<file path="config.mk">
export PLATFORM = sky130hd
export DESIGN_NAME = bin_to_bcd_seq
export DESIGN_NICKNAME = d
export VERILOG_FILES = /design/src/rtl/bin_to_bcd_seq.sv
export SDC_FILE = /design/constraint.sdc
export NUM_CORES = 1
export LEC_CHECK = 0
export ABC_CLOCK_PERIOD_IN_PS = 2200
export CORE_MARGIN = 1.5
export CORE_UTILIZATION = 35
export CTS_BUF_LIST = sky130_fd_sc_hd__clkbuf_4 sky130_fd_sc_hd__clkbuf_8
export DETAILED_ROUTE_END_ITERATION = 10
export HOLD_SLACK_MARGIN = 0.02
export PLACE_DENSITY = 0.57
export SLEW_MARGIN = 15
export SYNTH_ARGS = -nofsm -noshare
export SYNTH_HDL_FRONTEND = slang
export SYNTH_SLANG_ARGS = --single-unit
</file>
<file path="constraint.sdc">
create_clock -name clk -period 2.2 [get_ports clk]
set_input_delay 0.44 -clock clk [delete_from_list [all_inputs] [get_ports clk]]
set_output_delay 0.44 -clock clk [all_outputs]
set_load 0.02 [all_outputs]
</file>
<file path="src/rtl/bin_to_bcd_seq.sv">
// Sequential binary-to-BCD converter (shift-and-add-3, one bit per clock).
//
// Feeds the 7-segment decoders: each 4-bit digit of bcd drives one display.
// The last completed result stays on bcd/ovf between conversions.
//
// Ports:
//   clk      system clock, rising edge
//   reset_n  asynchronous active-low reset
//   start    request a conversion (sampled only while idle)
//   bin      binary value, captured on the accepting edge
//   busy     high while a conversion is in progress
//   done     one-cycle pulse when bcd/ovf update
//   bcd      result, digit i in bits [4i+3:4i], digit 0 = ones
//   ovf      value did not fit in DIGITS decimal digits (held until next done)

module bin_to_bcd_seq #(
  parameter int unsigned WIDTH  = 8,
  parameter int unsigned DIGITS = 3
) (
  input  logic                  clk,
  input  logic                  reset_n,
  input  logic                  start,
  input  logic [WIDTH-1:0]      bin,
  output logic                  busy,
  output logic                  done,
  output logic [4*DIGITS-1:0]   bcd,
  output logic                  ovf
);

  localparam int unsigned CntW = $clog2(WIDTH + 1);

  typedef enum logic [0:0] {StIdle, StShift} state_e;

  state_e              state_q;
  logic [WIDTH-1:0]    bin_q;
  logic [4*DIGITS-1:0] scratch_q;
  logic                ovf_s_q;
  logic [CntW-1:0]     cnt_q;

  logic [4*DIGITS-1:0] adj;
  logic [4*DIGITS-1:0] scratch_nx;
  logic [WIDTH-1:0]    bin_nx;
  logic                shout;

  // One double-dabble iteration: add 3 to every digit >= 5 (no inter-digit
  // carry), then shift {scratch, binary} left by one. The bit leaving the top
  // digit is a multiple of 10^DIGITS and only matters as overflow.
  always_comb begin
    adj = '0;
    for (int i = 0; i < int'(DIGITS); i++) begin
      adj[4*i +: 4] = (scratch_q[4*i +: 4] >= 4'd5) ? scratch_q[4*i +: 4] + 4'd3
                                                     : scratch_q[4*i +: 4];
    end
    {shout, scratch_nx, bin_nx} = {adj, bin_q, 1'b0};
  end

  always_ff @(posedge clk or negedge reset_n) begin
    if (!reset_n) begin
      state_q   <= StIdle;
      bin_q     <= '0;
      scratch_q <= '0;
      ovf_s_q   <= 1'b0;
      cnt_q     <= '0;
      busy      <= 1'b0;
      done      <= 1'b0;
      bcd       <= '0;
      ovf       <= 1'b0;
    end else begin
      done <= 1'b0;
      unique case (state_q)
        StIdle: begin
          if (start) begin
            bin_q     <= bin;
            scratch_q <= '0;
            ovf_s_q   <= 1'b0;
            cnt_q     <= CntW'(WIDTH);
            busy      <= 1'b1;
            state_q   <= StShift;
          end
        end
        StShift: begin
          bin_q     <= bin_nx;
          scratch_q <= scratch_nx;
          ovf_s_q   <= ovf_s_q | shout;
          cnt_q     <= cnt_q - CntW'(1);
          // Publish only from the final iteration; partial results never leave.
          if (cnt_q == CntW'(1)) begin
            bcd     <= scratch_nx;
            ovf     <= ovf_s_q | shout;
            done    <= 1'b1;
            busy    <= 1'b0;
            state_q <= StIdle;
          end
        end
        default: state_q <= StIdle;
      endcase
    end
  end

endmodule

</file>
# Word level (Yosys, flattened, before mapping)
# Cells that the tools add are included.
dict set report word_totals {
  ff_bits 41
  out_inout_bits 15
  elab_cells 42
}
dict set report classes {
  n_mux 19
  n_lt_le_gt_ge 3
  n_reduce_logical 2
  addsub 4
  n_bitwise 2
  n_eq_ne 3
}
# cell n
set op_table {}
lappend op_table {{$pmux W12 S2} 1}
lappend op_table {{$mux W4} 4}
lappend op_table {{$pmux W8 S2} 1}
lappend op_table {{$add A4 B2 Y4 const B} 3}
lappend op_table {{$ge A4 B3 Y1 const B} 3}
lappend op_table {{$mux W12} 1}
lappend op_table {{$mux W8} 1}
lappend op_table {{$pmux W4 S2} 1}
lappend op_table {{$mux W1} 7}
lappend op_table {{$pmux W1 S2} 3}
lappend op_table {{$eq A4 B1 Y1 const B} 1}
lappend op_table {{$reduce_and A2 Y1} 2}
lappend op_table {{$sub A4 B1 Y4 const B} 1}
lappend op_table {{$ne A2 B1 Y1 const B} 1}
lappend op_table {{$ne A2 B2 Y1 const B} 1}
lappend op_table {{$not A1 Y1} 1}
lappend op_table {{$or A1 B1 Y1} 1}

# Depth between registers and ports, before layout
dict set report depth {
  word_depth 4
  depth_mapped 7
}

# Worst setup path before layout
# OpenSTA, ideal clock, no wires.
dict set report synth_timing {
  kind {reg2reg}
  startpoint {register state_q}
  endpoint {register bcd[1]}
  setup_ns 0.125
  path_slack_ns 0.599
  arrival_time_ns 1.476
  period_less_slack_ns 1.601
  path_stages_with_launch 5
  n_path_buf 0
  required_ns 2.075
  cell_sequence {dfrtp_1 -> inv_2 -> or4b_1 -> clkinv_1 -> mux2_2}
}
dict set report synth_between {
  elab_chain_cells 1
}
# item line
set synth_rtl {}
lappend synth_rtl {{start, declared} 34} ;# state_e state_q;
lappend synth_rtl {{start signal, assigned} 59} ;# state_q <= StIdle;
lappend synth_rtl {{start signal, assigned} 78} ;# state_q <= StShift;
lappend synth_rtl {{start signal, assigned} 92} ;# state_q <= StIdle;
lappend synth_rtl {{$reduce_and A2 Y1 (no source line)} --}
lappend synth_rtl {{end signal, assigned} 88} ;# bcd <= scratch_nx;
lappend synth_rtl {{end, declared} 26} ;# output logic [4*DIGITS-1:0] bcd,
# Every way passes these cells.
# A chain may end at the register's enable or synchronous reset.

# Worst setup path in the final report
dict set report layout_timing {
  startpoint {register bcd[2]}
  endpoint {output bcd[2]}
}
# No word-level cell between the ends.

==> flow_metrics.py <==
metrics = {
    "synthesis": {
        "synth_compound_area_share_pct": 14.27,
        "synthMuxAreaShare_pct": 7.728,
        "synthCells": 185,
        "syn_area_per_cell_um2": 10.24,
        "synth_cell_type_count": 28,
        "post_synth_xor_area_fraction_pct": 2.312,
        "synth-simple-area-share_pct": 11.82,
        "synth_top_family_by_area": "compound AO/OA/AOI/OAI gates",
        "mappedNetlistNets": 204,
        "ys_seq_area_share_pct": 54.16,
        "synth_adder_area_share_pct": 5.284,
        "ys_seq_elements": 41,
        "yosys_warnings": 0,
        "syn_area_mm2": 0.001894,
    },
    "worst_setup_path": {
        "cp_num_buf_inv": 1,
        "crit_path_cell_trace": "clkdlybuf4s50_1",
        "crit_path_top_delay_cell": "clkdlybuf4s50_1",
        "cp-start-kind": "flop",
        "path_class": "reg -> out",
        "r2r-start": "cnt_q[1]",
        "critPathArrivalTime_ps": 1260,
        "cp_max_fo": 2,
        "endpoint_kind": "output port",
        "critPathLaunch": "bcd[2]",
        "crit_family": "buffers and inverters",
        "max_stage_delay_ps": 610,
        "crit_required_ps": 1760,
    },
    "sta": {
        "rsz0062_at_grt": "false",
        "setup_tns_ps": 0,
        "hold_viol": 0,
        "tightest_slew_ps": 534.3,
        "timing.fmax_mhz": 589.6,
        "maxSlewViolCount": 0,
        "timing.final.crit_share_pct": 77.10,
        "fin_worst_skew_ps": 5.482,
        "setup_viol_count_final": 0,
        "max-slew-margin-rel_pct": 64.38,
        "period_minus_slack_ps": 1696,
    },
    "clock_tree": {
        "cts_buffers": 5,
        "cts.sinks": 41,
        "clk_latency_ps": 290,
        "clk_pin_slew_ps": 70,
        "post-cts-setup-buffers": 0,
        "root_buffer": "clkbuf_8",
        "postCtsHoldBufs": 0,
        "htree_levels": 2,
        "tritoncts": "yes",
        "clockBufferDepth": 2,
        "post_cts_resized": 0,
    },
    "drt": {
        "vias": 1352,
        "ant_nets": 0,
        "drtPass1Iterations": 4,
        "drt-total-wl_um": 3567,
        "routedWlPerCell_um": 12.60,
        "drc": 0,
        "drtIter0Drc": 66,
        "vias_per_cell": 4.777,
    },
    "layout": {
        "drive_above_1_share_pct": 9.390,
        "final_nets": 232,
        "fillers": 487,
        "diodes": 0,
        "finish.utilization_pct": 44.70,
        "syn_to_final_growth_pct": 22.06,
        "layout.cells.non_filler": 283,
        "stdcell_area_mm2": 0.002312,
    },
    "place": {
        "place_inst": 276,
        "place.gp.congestion": 0.7277,
        "place_hpwl_um": 2395,
        "placed_cell_area_mm2": 0.002222,
        "io_buffers": 25,
    },
    "power_and_ir_drop": {
        "sequentialPowerShare_pct": 38.9,
        "power_frac_comb_pct": 46.3,
        "pwr-share-clk_pct": 14.7,
        "ir_worst_vdd_mv": 0.5165,
        "total_power_mw": 3.430,
        "swShare_pct": 38.57,
        "p_int_mw": 2.107,
        "power_density_mw_per_mm2": 1483,
        "p_leak_nw": 1.024,
        "p_sw_mw": 1.323,
    },
    "hold_path": {
        "hold_path.class": "in -> async",
    },
    "die": {
        "coreArea_mm2": 0.005172,
        "die_x_um": 76.57,
        "die_y_um": 76.57,
        "dieArea_mm2": 0.005863,
        "pin_count": 26,
        "rows": 26,
        "start_util_pct": 36.62,
    },
    "global_routing": {
        "grt_pass1_wl_um": 6154,
        "grt_max_degree": 42,
        "grt_pass1_vias": 1321,
        "grt_antenna_before_repair": 0,
        "overflow": 0,
        "gr-usage-all-layers_pct": 13.41,
    },
    "job": {
        "cap_violations": 0,
    },
    "outcome": {
        "outcome": "complete, no violations",
    },
}
power by group through the flow:
stage	combinational [mW]	sequential (mW)	clock, mW
after CTS	1.61	1.34	0.527
final	1.59	1.34	0.505
after detailed placement	1.61	1.35	0
after floorplan	0.987	1.45	0
after global placement	1.58	1.35	0
after global routing	1.80	1.39	0.556
stage by stage:
step           setup WS, ps  hold WS [ps]
3_5_place_dp          512.1         467.5
3_3_place_gp          553.7         467.0
2_1_floorplan         599.0         144.4
4_1_cts               480.2         226.6
6_report              503.8         216.4
5_1_grt               410.4         253.0
final cells by class:
| cell class | instances | area [um2] | area share, % |
|---|---|---|---|
| multi-input combinational | 124 | 784.5 | 33.93 |
| sequential | 41 | 1026 | 44.37 |
| inverter | 11 | 41.29 | 1.786 |
| clock buffer | 7 | 90.09 | 3.896 |
| timing repair buffer | 30 | 282.8 | 12.23 |
| tap | 70 | 87.58 | 3.788 |
layer usage:
metal	global-route usage, %	vias to the layer above	wire, um
met5	0	-	0
met4	3.889	0	12
met2	20.89	28	1628
li1	-	689	-
met1	17.69	633	1786
met3	4.551	2	140
cells by family (layout without fill, tap and decap cells):
group | Yosys count | after routing
fa+ha+maj | 8 | 8
xor+xnor | 5 | 5
mux | 14 | 14
flops | 41 | 41
compound gates | 48 | 48
buf+inv | 20 | 48
simple gates | 49 | 49
placed cells by master, fill, tap and decap left out:
cell type / synthesis / final
dfrtp_1: 41 / 41
nand2_1: 31 / 31
clkdlybuf4s50_1: 0 / 24
a21oi_1: 12 / 12
o21ai_0: 11 / 11
o22ai_1: 10 / 10
inv_1: 9 / 9
mux2i_1: 9 / 9
o21ai_1: 9 / 9
ha_1: 8 / 8
clkbuf_8: 0 / 6
nor3b_1: 5 / 5
xnor2_1: 5 / 5
mux2_2: 5 / 5
buf_4: 0 / 5
nor2_1: 4 / 4
nand2b_1: 3 / 3
nor3_1: 3 / 3
a21o_1: 2 / 2
o31ai_1: 2 / 2
inv_2: 1 / 1
or4b_1: 1 / 1
clkinv_1: 1 / 1
and3_1: 1 / 1
a31o_2: 1 / 1
nand3_1: 1 / 1
a22o_1: 1 / 1
clkbuf_4: 0 / 1
buf_2: 1 / 1
cells in the mapped netlist (all sizes together):
| cell type | count | area share [%] |
|---|---|---|
| nand3 | 1 | 0.26 |
| and3 | 1 | 0.33 |
| buf | 3 | 1.1 |
| nor2 | 4 | 0.79 |
| nor3 | 3 | 0.79 |
| xnor2 | 5 | 2.3 |
| clkinv | 1 | 0.20 |
| mux2 | 5 | 3.0 |
| a22o | 1 | 0.46 |
| inv | 10 | 2.0 |
| nand2 | 31 | 6.1 |
| ha | 8 | 5.3 |
| nand2b | 3 | 0.99 |
| clkbuf | 6 | 1.2 |
| o21ai | 20 | 5.3 |
| a21oi | 12 | 3.2 |
| mux2i | 9 | 4.8 |
| dfrtp | 41 | 54 |
| a31o | 1 | 0.46 |
| o31ai | 2 | 0.79 |
| a21o | 2 | 0.79 |
| or4b | 1 | 0.53 |
| o22ai | 10 | 3.3 |
| nor3b | 5 | 2.0 |
path summary, 6_finish.rpt:
kind / cells after the start / end / slack [ps]
worst max-delay path: 1 / bcd[2] / 500
worst min-delay path: 2 / bcd[11] / 220
worst max register to register: 5 / bcd[2] / 520
worst min register to register: 2 / bcd[0] / 480
max in group asynchronous: 2 / scratch_q[10] / 1620
min in group clk: 2 / bcd[0] / 480
state kept, by name (all words and copies together) (netlist names):
name / count
bin_q: 8
ovf_s_q: 1
ovf: 1
done: 1
state_q: 1
cnt_q: 4
scratch_q: 12
bcd: 12
busy: 1
Power figures use the tool's default switching activity.
